## config.mk

```make
export PLATFORM = sky130hd
export DESIGN_NAME = jk_bank_arbiter
export DESIGN_NICKNAME = d
export VERILOG_FILES = /design/src/rtl/jk_bank_pkg.sv /design/src/rtl/jk_bank_arbiter_rr_pick.sv /design/src/rtl/jk_bank_arbiter.sv
export SDC_FILE = /design/constraint.sdc
export NUM_CORES = 1
export LEC_CHECK = 0
export ABC_AREA = 0
export CORE_MARGIN = 2
export CORE_UTILIZATION = 45
export DETAILED_ROUTE_END_ITERATION = 8
export MAX_ROUTING_LAYER = met4
export PLACE_DENSITY = 0.85
export SYNTH_ARGS = -nofsm -noshare
export SYNTH_HDL_FRONTEND = slang
export SYNTH_SLANG_ARGS = --single-unit
export TNS_END_PERCENT = 10
```

## constraint.sdc

```tcl
create_clock -name clk -period 5 [get_ports clk]
set_input_delay 0.75 -clock clk [delete_from_list [all_inputs] [get_ports clk]]
set_output_delay 0.75 -clock clk [all_outputs]
set_load 0.01 [all_outputs]
```

## src/rtl/jk_bank_pkg.sv

```systemverilog
// Shared definitions for the JK bank arbiter: op and state encodings plus
// the per-bit op-to-J/K mapping used by both the driver and the verify model.
package jk_bank_pkg;

    typedef enum logic [1:0] {
        JK_OP_HOLD = 2'b00,
        JK_OP_CLR  = 2'b01,
        JK_OP_SET  = 2'b10,
        JK_OP_TGL  = 2'b11
    } jk_op_e;

    typedef enum logic [1:0] {
        ST_IDLE   = 2'd0,
        ST_DRIVE  = 2'd1,
        ST_SETTLE = 2'd2,
        ST_ACK    = 2'd3
    } jk_state_e;

    // Returns {J,K} for one bank bit; an unmasked bit is left alone (J=K=0).
    function automatic logic [1:0] jk_op_to_jk(input logic [1:0] op, input logic mask);
        logic [1:0] jk;
        jk = 2'b00;
        if (mask) begin
            case (op)
                JK_OP_HOLD: jk = 2'b00;
                JK_OP_CLR:  jk = 2'b01;
                JK_OP_SET:  jk = 2'b10;
                JK_OP_TGL:  jk = 2'b11;
                default:    jk = 2'b00;
            endcase
        end
        return jk;
    endfunction

    // Characteristic equation of a JK flip-flop: Q+ = J&~Q | ~K&Q.
    function automatic logic jk_next_q(input logic j, input logic k, input logic q);
        return (j & ~q) | (~k & q);
    endfunction

endpackage

```

## src/rtl/jk_bank_arbiter_rr_pick.sv

```systemverilog
// Combinational round-robin selector: first asserted request at or after ptr,
// wrapping modulo NUM_REQ, returned both one-hot and as an index.
module jk_rr_pick #(
    parameter int NUM_REQ = 4
) (
    input  logic [NUM_REQ-1:0]         req,
    input  logic [$clog2(NUM_REQ)-1:0] ptr,
    output logic [NUM_REQ-1:0]         onehot,
    output logic [$clog2(NUM_REQ)-1:0] idx,
    output logic                       found
);

    localparam int IW = $clog2(NUM_REQ);

    int          cand;
    logic [IW-1:0] cand_idx;

    always_comb begin
        onehot   = '0;
        idx      = '0;
        found    = 1'b0;
        cand     = 0;
        cand_idx = '0;
        for (int i = 0; i < NUM_REQ; i++) begin
            cand = int'(ptr) + i;
            if (cand >= NUM_REQ) begin
                cand = cand - NUM_REQ;
            end
            cand_idx = cand[IW-1:0];
            if (!found && req[cand_idx]) begin
                found            = 1'b1;
                onehot[cand_idx] = 1'b1;
                idx              = cand_idx;
            end
        end
    end

endmodule

```

## src/rtl/jk_bank_arbiter.sv

```systemverilog
// Round-robin arbiter sharing one JK flip-flop bank among NUM_REQ requesters.
// Optional post-op readback check enabled by defining JK_ARB_VERIFY_EN.
module jk_bank_arbiter
    import jk_bank_pkg::*;
#(
    parameter int NUM_REQ = 4,
    parameter int BANK_W  = 8
) (
    input  logic                      clk,
    input  logic                      reset,
    input  logic [NUM_REQ-1:0]        req,
    input  logic [2*NUM_REQ-1:0]      req_op,
    input  logic [NUM_REQ*BANK_W-1:0] req_mask,
    output logic [NUM_REQ-1:0]        gnt,
    output logic [NUM_REQ-1:0]        done,
    output logic [BANK_W-1:0]         rd_data,
    output logic [BANK_W-1:0]         bank_j,
    output logic [BANK_W-1:0]         bank_k,
    input  logic [BANK_W-1:0]         bank_q,
    output logic                      busy,
    output logic                      vfy_err
);

    localparam int IW = $clog2(NUM_REQ);

    jk_state_e           state_reg, state_next;
    logic [IW-1:0]       ptr_reg, ptr_next;
    logic [NUM_REQ-1:0]  gnt_reg, gnt_next;
    logic [NUM_REQ-1:0]  done_reg, done_next;
    logic [1:0]          op_reg, op_next;
    logic [BANK_W-1:0]   mask_reg, mask_next;
    logic [BANK_W-1:0]   rd_reg, rd_next;

    logic [1:0]          op_arr   [NUM_REQ];
    logic [BANK_W-1:0]   mask_arr [NUM_REQ];
    logic [NUM_REQ-1:0]  pick_onehot;
    logic [IW-1:0]       pick_idx;
    logic                pick_found;

    genvar gi;
    generate
        for (gi = 0; gi < NUM_REQ; gi++) begin : g_unpack
            assign op_arr[gi]   = req_op[2*gi +: 2];
            assign mask_arr[gi] = req_mask[BANK_W*gi +: BANK_W];
        end
    endgenerate

    jk_rr_pick #(
        .NUM_REQ (NUM_REQ)
    ) u_pick (
        .req    (req),
        .ptr    (ptr_reg),
        .onehot (pick_onehot),
        .idx    (pick_idx),
        .found  (pick_found)
    );

    // ACK re-arbitrates like IDLE so back-to-back ops run every 3 cycles.
    always_comb begin
        state_next = state_reg;
        ptr_next   = ptr_reg;
        gnt_next   = gnt_reg;
        done_next  = '0;
        op_next    = op_reg;
        mask_next  = mask_reg;
        rd_next    = rd_reg;
        case (state_reg)
            ST_IDLE, ST_ACK: begin
                if (pick_found) begin
                    state_next = ST_DRIVE;
                    gnt_next   = pick_onehot;
                    op_next    = op_arr[pick_idx];
                    mask_next  = mask_arr[pick_idx];
                    ptr_next   = (pick_idx == IW'(NUM_REQ-1)) ? '0 : pick_idx + 1'b1;
                end else begin
                    state_next = ST_IDLE;
                    gnt_next   = '0;
                end
            end
            ST_DRIVE: begin
                state_next = ST_SETTLE;
            end
            ST_SETTLE: begin
                state_next = ST_ACK;
                done_next  = gnt_reg;
                rd_next    = bank_q;
            end
            default: begin
                state_next = ST_IDLE;
            end
        endcase
    end

    always_ff @(posedge clk) begin
        if (reset) begin
            state_reg <= ST_IDLE;
            ptr_reg   <= '0;
            gnt_reg   <= '0;
            done_reg  <= '0;
            op_reg    <= '0;
            mask_reg  <= '0;
            rd_reg    <= '0;
        end else begin
            state_reg <= state_next;
            ptr_reg   <= ptr_next;
            gnt_reg   <= gnt_next;
            done_reg  <= done_next;
            op_reg    <= op_next;
            mask_reg  <= mask_next;
            rd_reg    <= rd_next;
        end
    end

    // J/K are only ever nonzero during the single DRIVE cycle.
    logic [1:0] jk_bit [BANK_W];
    generate
        for (gi = 0; gi < BANK_W; gi++) begin : g_jk
            assign jk_bit[gi] = (state_reg == ST_DRIVE) ? jk_op_to_jk(op_reg, mask_reg[gi]) : 2'b00;
            assign bank_j[gi] = jk_bit[gi][1];
            assign bank_k[gi] = jk_bit[gi][0];
        end
    endgenerate

    assign gnt     = gnt_reg;
    assign done    = done_reg;
    assign rd_data = rd_reg;
    assign busy    = (state_reg != ST_IDLE);

`ifdef JK_ARB_VERIFY_EN
    logic [BANK_W-1:0] snap_reg;
    logic [BANK_W-1:0] expect_q;
    logic              vfy_err_reg;

    generate
        for (gi = 0; gi < BANK_W; gi++) begin : g_vfy
            logic [1:0] jk_v;
            assign jk_v         = jk_op_to_jk(op_reg, mask_reg[gi]);
            assign expect_q[gi] = jk_next_q(jk_v[1], jk_v[0], snap_reg[gi]);
        end
    endgenerate

    always_ff @(posedge clk) begin
        if (reset) begin
            snap_reg    <= '0;
            vfy_err_reg <= 1'b0;
        end else begin
            if ((state_reg == ST_IDLE || state_reg == ST_ACK) && pick_found) begin
                snap_reg <= bank_q;
            end
            if (state_reg == ST_SETTLE && bank_q != expect_q) begin
                vfy_err_reg <= 1'b1;
            end
        end
    end

    assign vfy_err = vfy_err_reg;
`else
    assign vfy_err = 1'b0;
`endif

endmodule

```

==> results of run 1 <==
==> per-layer routing <==
metal  GRT usage  vias to the layer above
li1            -                     1409
met1      0.3618                     1382
met2      0.4083                      188
met3     0.04494                       18
met4     0.06610                        0
met5           -                        -
==> area by class of cell <==
class	count	area share
Clock buffer	5	0.01924
Inverter	15	0.01575
Timing Repair Buffer	93	0.2554
Multi-Input combinational cell	253	0.5049
Tap cell	72	0.02519
Clock inverter	3	0.01120
Sequential cell	30	0.1683
==> cell usage after synthesis, types with 10 or more instances <==
cell                       count
sky130_fd_sc_hd__ha_1         10
sky130_fd_sc_hd__buf_2        13
sky130_fd_sc_hd__nand3_1      10
sky130_fd_sc_hd__nor2_1       24
sky130_fd_sc_hd__clkbuf_1     16
sky130_fd_sc_hd__nand2_1      15
sky130_fd_sc_hd__nand4_1      19
sky130_fd_sc_hd__dfxtp_1      30
sky130_fd_sc_hd__inv_1        15
sky130_fd_sc_hd__and3_1       35
sky130_fd_sc_hd__a22o_1       13
sky130_fd_sc_hd__mux2i_1      20
sky130_fd_sc_hd__o211ai_1     20
==> per-stage QoR <==
stage	setup slack [ns]	util
after global routing	0.7491	0.6415
after floorplan	2.100	-
final	0.8678	0.6415
after global placement	1.069	0.6220
after CTS	1.048	0.6415
after detailed placement	1.095	0.6220
==> tightest hold or removal path, delay by kind of cell (launching register included) <==
family	cells	cell delay [ns]
and+or+nand+nor	1	0.05
DFF	1	0.32
AOI/OAI and AO/OA	1	0.05
==> final timing paths <==
kind,from,to,slack [ns],cells after the start
worst min register to register,mask_reg[3]$_SDFFE_PP0P_,mask_reg[3]$_SDFFE_PP0P_,0.47,2
worst max-delay path,ptr_reg[1]$_SDFFE_PP0P_,op_reg[1]$_SDFFE_PP0P_,0.87,8
worst min-delay path,mask_reg[3]$_SDFFE_PP0P_,mask_reg[3]$_SDFFE_PP0P_,0.47,2
worst max register to register,ptr_reg[1]$_SDFFE_PP0P_,op_reg[1]$_SDFFE_PP0P_,0.87,8
==> power by group through the flow <==
stage               logic (mW)  clock network (mW)  registers [mW]
finish                    1.21               0.237           0.376
global route              1.32               0.249           0.388
CTS                       1.18               0.238           0.375
detailed placement        1.17                   0           0.379
global placement          1.14                   0           0.374
floorplan                0.871                   0           0.369
==> cell families after synthesis <==
group                      after synthesis  synth area share
AOI/OAI and AO/OA                       95            0.2786
muxes                                   25            0.1058
adders and majority gates               10           0.04746
xor gates and xnor gates                 1          0.003323
other                                    1          0.001422
buffers and inverters                   50           0.08875
and+or+nand+nor                        121            0.2468
DFF                                     30            0.2278
==> out/summary.txt, run 1 <==
========================================================================================================
Run status                                                                                  finished, final reports clean
Synthesis Warnings                                                                                     0
TritonCTS clock tree                                                                                 yes
Most frequent cells in the layout                                                           sky130_fd_sc_hd__clkdlybuf4s50_1 (86), sky130_fd_sc_hd__and3_1 (35), sky130_fd_sc_hd__dfxtp_1 (29)
Number of synthesized flops with an enable pin                                                         0
Setup repair after global routing missed its margin                                                false
Most common cell after layout, fill and taps aside                                          sky130_fd_sc_hd__clkdlybuf4s50_1
Total routing usage reported by global routing                                                    0.2651
Post-synth top area cell                                                                    sky130_fd_sc_hd__dfxtp_1
Core Box Area                                                                                   5574 um2
Count of mapped cells out of synthesis                                                               333
Footprint of the multi-input gates                                                              1805 um2
Signal arrival time at the worst endpoint                                                        4.27 ns
Highest clock rate                                                                            0.2420 GHz
Critical path's slowest cell                                                                sky130_fd_sc_hd__a2111oi_0
Site row count                                                                                        27
Clock buffer count from CTS                                                                            5
Critical-path maximum fanout                                                                          20
Placed cell area                                                                                3467 um2
Non-filler cells in the finished layout                                                              471
Combinational share of power                                                                       0.663
Total negative slack                                                                                0 ns
Count of cells resized by post-cts repair                                                              0
Start-to-end type of the worst setup path                                                        reg2reg
Worst Setup Start Kind                                                                              flop
Chip height                                                                                     80.54 um
Share of final-layout standard cells stronger than drive strength 1                              0.05764
Net switching share of the total power                                                            0.4700
Fill cells                                                                                           502
DIE AREA                                                                                        6487 um2
Initial core utilization                                                                          0.4730
Met3 wire length                                                                                  862 um
# Post-CTS Setup Buffers                                                                               0
I/O pin cnt                                                                                           88
Crit path max-delay family                                                                  compound AO/OA/AOI/OAI gates
Pre-Repair DR Iteration Count                                                                          5
DR WL met2                                                                                      3.775 mm
Final design area excluding fillers                                                             3576 um2
Worst-margin pin slew                                                                           1.205 ns
Main flop type after synthesis                                                              sky130_fd_sc_hd__dfxtp_1
Ratio of total power to cell area                                                           508.5 nW/um2
IR Drop Worst-Case VDD                                                                         0.3290 mV
Switch Pwr                                                                                     0.8546 mW
Share of power burned in registers                                                                 0.207
Wire length of the first global-routing pass                                                    13.19 mm
Layout-stage area growth over the synthesis result                                                35.64%
Final Routed Wirelength                                                                         8.217 mm
CP Cell Sequence                                                                            inv_1, ha_1, mux4_2, nand2b_1, nand4_1, o211ai_1, a2111oi_0, o21ai_1
Mean number of vias per cell                                                                       6.363
Setup-failing EPs final                                                                                0
Worst hold slack                                                                               0.4650 ns
Post-CTS clock slew at the launch and capture registers of the worst setup and hold paths        0.06 ns
Worst hold path class                                                                            reg2reg
Clock latency on the worst-skew pair                                                             0.28 ns
Antenna-violating nets left                                                                            0
Slew Viols, Final                                                                                      0
Sequential cell area                                                                           601.8 um2
Share of synthesized area occupied by flip-flops and latches                                      0.2278
Per-instance average area after synthesis                                                      7.917 um2
Worst Skew                                                                                   0.002965 ns
Top layer in use                                                                                    met4
Area share of the largest cell type after synthesis                                               0.2278
Minimum clock period after layout                                                               4.132 ns
Period utilisation layout                                                                         0.8264
DR iter-0 viols                                                                                      283
Delay of the slowest critical-path stage                                                         0.85 ns
Remaining global-route overflow                                                                        0
Cells after DPL                                                                                      463
# diodes                                                                                               0
Clk buf depth                                                                                          2
Leakage power summed over all cells                                                             1.395 nW
Clock net sink count                                                                                  30
HPWL after detailed placement                                                                   5.778 mm
IO buf count                                                                                          86
Number of distinct library cells after synthesis                                                      51
DRC violations left                                                                                    0
Area contributors post-synth                                                                sky130_fd_sc_hd__dfxtp_1 (23%), sky130_fd_sc_hd__and3_1 (8.3%), sky130_fd_sc_hd__mux2i_1 (7.6%)
Total routed wire length on the met1 layer                                                      3.466 mm
Average routed wire per standard cell                                                           17.45 um
Final weighted congestion in routability-driven placement                                         0.8664
Pin count of the biggest net entering global routing                                                  56
Total standard cell area after synthesis                                                        2636 um2
Die W                                                                                           80.54 um
Crit path buffers/inverters                                                                            1
Worst slew margin relative to its limit                                                           0.1949
Vias after detailed routing                                                                         2997
Async set-or-reset flop fraction in the synthesized netlist                                            0
Hold-fix buffer count after cts                                                                        0
Synthesized Nets                                                                                     397
Kind of end point of the critical path                                                              flop
Internal power contribution                                                                    0.9637 mW
Count of state elements after synthesis                                                               30
Worst endpoint required time                                                                     5.13 ns
Clock root buffer master                                                                    sky130_fd_sc_hd__clkbuf_8
Number of nets in the finished design                                                                462
Clock share of power                                                                               0.130
Final Hold Violating Endpoints                                                                         0
Max capacitance violation total                                                                        0
Initial antenna violation count                                                                        0
Power, Total                                                                                    1.818 mW
Via count of the first global-routing pass                                                          2647
CTS H-Tree Depth                                                                                       2
========================================================================================================
Note: power is estimated with default switching activity, not from simulation.
==> run 2, diff against run 1 <==
Settings changed: CORE_UTILIZATION 45 to 42, PLACE_DENSITY 0.85 to 0.83.
Clock period 5 ns to 3.6 ns, I/O delays scaled along.
==> run 2 against run 1 <==
Setup slack lost 0.52 ns. Core utilization fell by 3.0 points. Combinational power grew 45%. Cell count up 2.8%. Fmax up 27%. Sequential power grew 39%. Clock power up 49%. Critical endpoint is now mask_reg[7]$_SDFFE_PP0P_. Sequential share of layout area is 0.41 points lower.
==> out/summary.txt, run 2 (synthesis gave the netlist of run 1 again) <==
========================================================================================================
Worst endpoint required time                                                                     3.78 ns   was 5.13 ns
Cells after DPL                                                                                      477   was 463
I/O pin cnt                                                                                           88   unchanged
IR Drop Worst-Case VDD                                                                         0.4414 mV   was 0.3290 mV
Minimum clock period after layout                                                               3.255 ns   was 4.132 ns
Worst reg2reg startpoint                                                                    ptr_reg[0]$_SDFFE_PP0P_   was ptr_reg[1]$_SDFFE_PP0P_
HPWL after detailed placement                                                                   5.800 mm   was 5.778 mm
Power, Total                                                                                    2.624 mW   was 1.818 mW
Highest clock rate                                                                            0.3072 GHz   was 0.2420 GHz
Mean number of vias per cell                                                                       6.192   was 6.363
Period utilisation layout                                                                         0.9042   was 0.8264
Average routed wire per standard cell                                                           16.86 um   was 17.45 um
Setup-failing EPs final                                                                                0   unchanged
Net switching share of the total power                                                            0.4593   was 0.4700
Final Hold Violating Endpoints                                                                         0   unchanged
Switch Pwr                                                                                      1.205 mW   was 0.8546 mW
Die W                                                                                           83.23 um   was 80.54 um
DRC violations left                                                                                    0   unchanged
Chip height                                                                                     83.23 um   was 80.54 um
Signal arrival time at the worst endpoint                                                        3.44 ns   was 4.27 ns
Critical path's slowest cell                                                                sky130_fd_sc_hd__nor2b_1   was sky130_fd_sc_hd__a2111oi_0
Non-filler cells in the finished layout                                                              484   was 471
Most common cell after layout, fill and taps aside                                          sky130_fd_sc_hd__clkdlybuf4s50_1   unchanged
Combinational share of power                                                                       0.667   was 0.663
Clk buf depth                                                                                          2   unchanged
Wire length of the first global-routing pass                                                    13.29 mm   was 13.19 mm
Worst r2r path cells                                                                                  11   was 8
Antenna-violating nets left                                                                            0   unchanged
Slew Viols, Final                                                                                      0   unchanged
Clock net sink count                                                                                  30   unchanged
Core Box Area                                                                                   5991 um2   was 5574 um2
Clock root buffer master                                                                    sky130_fd_sc_hd__clkbuf_8   unchanged
Util after Layout                                                                                 0.6119   was 0.6415
Worst hold path class                                                                            reg2reg   unchanged
Worst-margin pin slew                                                                          0.7738 ns   was 1.205 ns
Critical path's most frequent cell                                                          sky130_fd_sc_hd__buf_4
Worst Setup Start Kind                                                                              flop   unchanged
Clock latency on the worst-skew pair                                                             0.29 ns   was 0.28 ns
# diodes                                                                                               0   unchanged
Start-to-end type of the worst setup path                                                        reg2reg   unchanged
Slack of the worst reg-to-reg path                                                               0.34 ns   was 0.87 ns
Share of final-layout standard cells stronger than drive strength 1                              0.08068   was 0.05764
Run status                                                                                  finished, final reports clean   unchanged
Via count of the first global-routing pass                                                          2711   was 2647
Reg-to-reg endpoint                                                                         mask_reg[7]$_SDFFE_PP0P_   was op_reg[1]$_SDFFE_PP0P_
Pin count of the biggest net entering global routing                                                  45   was 56
Site row count                                                                                        28   was 27
Most frequent cells in the layout                                                           sky130_fd_sc_hd__clkdlybuf4s50_1 (86), sky130_fd_sc_hd__and3_1 (35), sky130_fd_sc_hd__dfxtp_1 (29)   unchanged
Worst slew margin relative to its limit                                                           0.4823   was 0.1949
Footprint of the multi-input gates                                                              1805 um2   unchanged
Remaining global-route overflow                                                                        0   unchanged
Worst setup slack after placement                                                              0.2258 ns   was 1.095 ns
Fill cells                                                                                           541   was 502
IO buf count                                                                                          86   unchanged
Worst min-delay path endpoint                                                               mask_reg[5]$_SDFFE_PP0P_   was mask_reg[3]$_SDFFE_PP0P_
Total routing usage reported by global routing                                                    0.2352   was 0.2651
TritonCTS clock tree                                                                                 yes   unchanged
Number of nets in the finished design                                                                473   was 462
Count of cells resized by post-cts repair                                                              0   unchanged
Share of power burned in registers                                                                 0.199   was 0.207
Clock buffer count from CTS                                                                            5   unchanged
Vias after detailed routing                                                                         2997   unchanged
Clock share of power                                                                               0.134   was 0.130
Final weighted congestion in routability-driven placement                                         0.8489   was 0.8664
Kind of end point of the critical path                                                              flop   unchanged
Critical-path maximum fanout                                                                          13   was 20
DR iter-0 viols                                                                                      380   was 283
# Post-CTS Setup Buffers                                                                               0   unchanged
Total negative slack                                                                                0 ns   unchanged
Layout-stage area growth over the synthesis result                                                39.06%   was 35.64%
Leakage power summed over all cells                                                             1.449 nW   was 1.395 nW
Internal power contribution                                                                     1.419 mW   was 0.9637 mW
DIE AREA                                                                                        6926 um2   was 6487 um2
Max capacitance violation total                                                                        0   unchanged
CTS H-Tree Depth                                                                                       2   unchanged
Sequential cell area                                                                           601.8 um2   unchanged
HP Start                                                                                    mask_reg[5]$_SDFFE_PP0P_   was mask_reg[3]$_SDFFE_PP0P_
Final Routed Wirelength                                                                         8.161 mm   was 8.217 mm
Worst Skew                                                                                    0.01125 ns   was 0.002965 ns
Initial antenna violation count                                                                        0   unchanged
Post-CTS clock slew at the launch and capture registers of the worst setup and hold paths        0.07 ns   was 0.06 ns
Hold path cells                                                                                        2   unchanged
Final design area excluding fillers                                                             3666 um2   was 3576 um2
Setup repair after global routing missed its margin                                                false   unchanged
Ratio of total power to cell area                                                           715.8 nW/um2   was 508.5 nW/um2
Worst hold slack                                                                               0.4546 ns   was 0.4650 ns
Pre-Repair DR Iteration Count                                                                          5   unchanged
Final setup margin                                                                             0.3448 ns   was 0.8678 ns
Placed cell area                                                                                3553 um2   was 3467 um2
Delay of the slowest critical-path stage                                                         0.55 ns   was 0.85 ns
Hold-fix buffer count after cts                                                                        0   unchanged
CP Cell Sequence                                                                            inv_1, buf_4, ha_1, buf_4, mux2i_1, a21oi_1, nor2b_1, buf_4, nor2_1, or3_1, a32o_1   was inv_1, ha_1, mux4_2, nand2b_1, nand4_1, o211ai_1, a2111oi_0, o21ai_1
Initial core utilization                                                                          0.4401   was 0.4730
========================================================================================================
-- run 2: changes by cell type in the layout (fill, tap and decap cells not counted), sizes merged --
cell,change
buf,+11
clkinv,-2
clkbuf,+1
-- run 2: how the worst max path moves through the flow --
stage / startpoint / to / slack (ns) / cells past startpoint
CTS: ptr_reg[0]$_SDFFE_PP0P_ / mask_reg[7]$_SDFFE_PP0P_ / 0.40 / 11
global route: ptr_reg[0]$_SDFFE_PP0P_ / mask_reg[7]$_SDFFE_PP0P_ / 0.19 / 11
global placement: req[2] / mask_reg[2]$_SDFFE_PP0P_ / 0.28 / 7
finish: ptr_reg[0]$_SDFFE_PP0P_ / mask_reg[7]$_SDFFE_PP0P_ / 0.34 / 11
detailed placement: req[2] / mask_reg[2]$_SDFFE_PP0P_ / 0.23 / 7
floorplan: ptr_reg[0]$_SDFFE_PP0P_ / mask_reg[0]$_SDFFE_PP0P_ / 0.70 / 11
-- run 2: cell type report --
type / instances / share of cell area
Clock buffer: 6 / 0.02253
Clock inverter: 1 / 0.008191
Inverter: 15 / 0.01536
Multi-Input combinational cell: 253 / 0.4925
Sequential cell: 30 / 0.1642
Tap cell: 75 / 0.02560
Timing Repair Buffer: 104 / 0.2717
-- run 2: power groups by stage --
stage                     registers (mW)  clock network (mW)  logic, mW
after floorplan                    0.512                   0       1.21
after global placement             0.522                   0       1.66
after detailed placement           0.528                   0       1.71
after CTS                          0.521               0.357       1.71
after global routing               0.535               0.369       1.90
final                              0.522               0.352       1.75
-- run 2: worst max-delay path, delay by kind of cell, from the launching register on --
kind / cells / cell delay [ns]
DFF: 1 / 0.49
AOI/OAI and AO/OA: 2 / 0.38
muxes: 1 / 0.28
buffers and inverters: 4 / 0.73
and+or+nand+nor: 3 / 0.95
adders and majority gates: 1 / 0.32
-- run 2: layer usage --
layer	track usage	vias to the layer above	part of all wire
li1	-	1428	-
met1	0.3224	1390	0.45
met2	0.3468	166	0.44
met3	0.05268	13	0.098
met4	0.06706	0	0.013
met5	-	-	0
==> run 3, diff against run 2 <==
Settings changed: RECOVER_POWER from default to 50, SLEW_MARGIN from default to 10.
==> run 3 against run 2 <==
Critical path depth is the same. Non-clock buffer count is the same. Power shrank 0.81%. Sequential share of layout area is the same. Clock power is essentially flat. Via count grew 0.27%. Die area is the same. Core utilization is the same. Critical endpoint unchanged. Highest routed layer unchanged.
==> out/summary.txt, run 3 (synthesis gave the netlist of run 1 again) <==
========================================================================================================
Combinational share of power                                                                       0.664   was 0.667
Delay of the slowest critical-path stage                                                         0.55 ns   about the same
Switch Pwr                                                                                      1.201 mW   was 1.205 mW
Average routed wire per standard cell                                                           16.78 um   was 16.86 um
Signal arrival time at the worst endpoint                                                        3.44 ns   about the same
Leakage power summed over all cells                                                             1.502 nW   was 1.449 nW
Remaining global-route overflow                                                                        0   unchanged
DIE AREA                                                                                        6926 um2   unchanged
Cells after DPL                                                                                      477   unchanged
Most common cell after layout, fill and taps aside                                          sky130_fd_sc_hd__clkdlybuf4s50_1   unchanged
IO buf count                                                                                          86   unchanged
Total routing usage reported by global routing                                                    0.2352   unchanged
Fill cells                                                                                           541   unchanged
Layout-stage area growth over the synthesis result                                                39.06%   unchanged
Chip height                                                                                     83.23 um   unchanged
Slack of the worst reg-to-reg path                                                               0.34 ns   about the same
Wire length of the first global-routing pass                                                    13.29 mm   unchanged
Count of cells resized by post-cts repair                                                              0   unchanged
Critical path's most frequent cell                                                          sky130_fd_sc_hd__buf_4   unchanged
Clock latency on the worst-skew pair                                                             0.29 ns   about the same
Worst setup slack after placement                                                              0.2258 ns   unchanged
Max capacitance violation total                                                                        0   unchanged
Final setup margin                                                                             0.3430 ns   was 0.3448 ns
Internal power contribution                                                                     1.402 mW   was 1.419 mW
Share of final-layout standard cells stronger than drive strength 1                              0.08068   unchanged
Worst reg2reg startpoint                                                                    ptr_reg[0]$_SDFFE_PP0P_   unchanged
Die W                                                                                           83.23 um   unchanged
Clock net sink count                                                                                  30   unchanged
Slew Viols, Final                                                                                      0   unchanged
DR iter-0 viols                                                                                      383   was 380
Beginning of the critical path                                                              ptr_reg[0]$_SDFFE_PP0P_   unchanged
Net switching share of the total power                                                            0.4614   was 0.4593
Mean number of vias per cell                                                                       6.209   was 6.192
Share of power burned in registers                                                                 0.200   was 0.199
Run status                                                                                  finished, final reports clean   unchanged
Footprint of the multi-input gates                                                              1805 um2   unchanged
Sequential cell area                                                                           601.8 um2   unchanged
# diodes                                                                                               0   unchanged
Final weighted congestion in routability-driven placement                                         0.8489   unchanged
Initial antenna violation count                                                                        0   unchanged
HPWL after detailed placement                                                                   5.800 mm   unchanged
Core Box Area                                                                                   5991 um2   unchanged
Clock share of power                                                                               0.135   was 0.134
CP Cell Sequence                                                                            inv_1, buf_4, ha_1, buf_4, mux2i_1, a21oi_1, nor2b_1, buf_4, nor2_1, or3_1, a32o_1   unchanged
Final Routed Wirelength                                                                         8.121 mm   was 8.161 mm
Clock buffer count from CTS                                                                            5   unchanged
Kind of end point of the critical path                                                              flop   unchanged
Initial core utilization                                                                          0.4401   unchanged
Total negative slack                                                                                0 ns   unchanged
Pin count of the biggest net entering global routing                                                  45   unchanged
Worst Skew                                                                                    0.01135 ns   was 0.01125 ns
Critical path's slowest cell                                                                sky130_fd_sc_hd__nor2b_1   unchanged
Clk buf depth                                                                                          2   unchanged
Ratio of total power to cell area                                                           710.1 nW/um2   was 715.8 nW/um2
Site row count                                                                                        28   unchanged
Period utilisation layout                                                                         0.9047   was 0.9042
Worst r2r path cells                                                                                  11   unchanged
Critical-path maximum fanout                                                                          13   unchanged
Via count of the first global-routing pass                                                          2711   unchanged
TritonCTS clock tree                                                                                 yes   unchanged
Non-filler cells in the finished layout                                                              484   unchanged
Worst-margin pin slew                                                                          0.7714 ns   was 0.7738 ns
Number of nets in the finished design                                                                473   unchanged
Hold-fix buffer count after cts                                                                        0   unchanged
IR Drop Worst-Case VDD                                                                         0.4390 mV   was 0.4414 mV
Highest clock rate                                                                            0.3070 GHz   was 0.3072 GHz
Final Hold Violating Endpoints                                                                         0   unchanged
Worst Setup Start Kind                                                                              flop   unchanged
Setup-failing EPs final                                                                                0   unchanged
Minimum clock period after layout                                                               3.257 ns   was 3.255 ns
Antenna-violating nets left                                                                            0   unchanged
Worst slew margin relative to its limit                                                           0.4838   was 0.4823
Start-to-end type of the worst setup path                                                        reg2reg   unchanged
# Post-CTS Setup Buffers                                                                               0   unchanged
Reg-to-reg endpoint                                                                         mask_reg[7]$_SDFFE_PP0P_   unchanged
Clock root buffer master                                                                    sky130_fd_sc_hd__clkbuf_8   unchanged
Post-CTS clock slew at the launch and capture registers of the worst setup and hold paths        0.07 ns   about the same
Vias after detailed routing                                                                         3005   was 2997
Setup repair after global routing missed its margin                                                false   unchanged
DRC violations left                                                                                    0   unchanged
I/O pin cnt                                                                                           88   unchanged
Pre-Repair DR Iteration Count                                                                          6   was 5
Worst hold path class                                                                            reg2reg   unchanged
Last element of the critical path                                                           mask_reg[7]$_SDFFE_PP0P_   unchanged
CTS H-Tree Depth                                                                                       2   unchanged
Most frequent cells in the layout                                                           sky130_fd_sc_hd__clkdlybuf4s50_1 (67), sky130_fd_sc_hd__and3_1 (35), sky130_fd_sc_hd__dfxtp_1 (29)   was sky130_fd_sc_hd__clkdlybuf4s50_1 (86), sky130_fd_sc_hd__and3_1 (35), sky130_fd_sc_hd__dfxtp_1 (29)
Worst endpoint required time                                                                     3.78 ns   about the same
Power, Total                                                                                    2.603 mW   was 2.624 mW
========================================================================================================
-- run 3: worst min-delay path by stage --
stage                              from                        to  slack (ns)  cells after the start
2_1_floorplan  mask_reg[0]$_SDFFE_PP0P_  mask_reg[0]$_SDFFE_PP0P_        0.43                      2
3_3_place_gp   mask_reg[5]$_SDFFE_PP0P_  mask_reg[5]$_SDFFE_PP0P_        0.44                      2
3_5_place_dp   mask_reg[6]$_SDFFE_PP0P_  mask_reg[6]$_SDFFE_PP0P_        0.45                      2
4_1_cts        mask_reg[5]$_SDFFE_PP0P_  mask_reg[5]$_SDFFE_PP0P_        0.46                      2
5_1_grt        mask_reg[4]$_SDFFE_PP0P_  mask_reg[4]$_SDFFE_PP0P_        0.47                      2
6_report       mask_reg[5]$_SDFFE_PP0P_  mask_reg[5]$_SDFFE_PP0P_        0.45                      2
-- run 3: metrics by stage --
step	area, um2	hold slack (ns)	util
floorplan	2636	0.4310	-
global placement	3553	0.4429	0.5932
detailed placement	3553	0.4489	0.5932
CTS	3666	0.4588	0.6119
global route	3666	0.4702	0.6119
finish	3666	0.4545	0.6119
-- run 3: power groups by stage --
stage | clock, mW | sequential [mW] | combinational, mW
detailed placement | 0 | 0.528 | 1.71
finish | 0.353 | 0.521 | 1.73
global placement | 0 | 0.522 | 1.66
global route | 0.369 | 0.534 | 1.88
floorplan | 0 | 0.512 | 1.21
CTS | 0.357 | 0.521 | 1.71
-- run 3: final cells by class --
type | count | share of cell area
timing repair buffer | 104 | 0.2717
sequential | 30 | 0.1642
tap | 75 | 0.02560
inverter | 15 | 0.01536
clock buffer | 6 | 0.02253
clock inverter | 1 | 0.008191
multi-input combinational | 253 | 0.4925
-- run 3: worst max-delay path, delay by kind of cell (launching register included) --
kind	cells	cell delay (ns)
compound gates	2	0.39
fa+ha+maj	1	0.32
buf+inv	4	0.73
flops	1	0.49
mux	1	0.28
simple gates	3	0.95
-- run 3: per-layer routing --
| layer | share of wire | global-route usage | vias to the layer above |
|---|---|---|---|
| met3 | 0.11 | 0.05268 | 15 |
| met4 | 0.013 | 0.06706 | 0 |
| met2 | 0.44 | 0.3468 | 177 |
| met5 | 0 | - | - |
| li1 | - | - | 1430 |
| met1 | 0.44 | 0.3224 | 1383 |
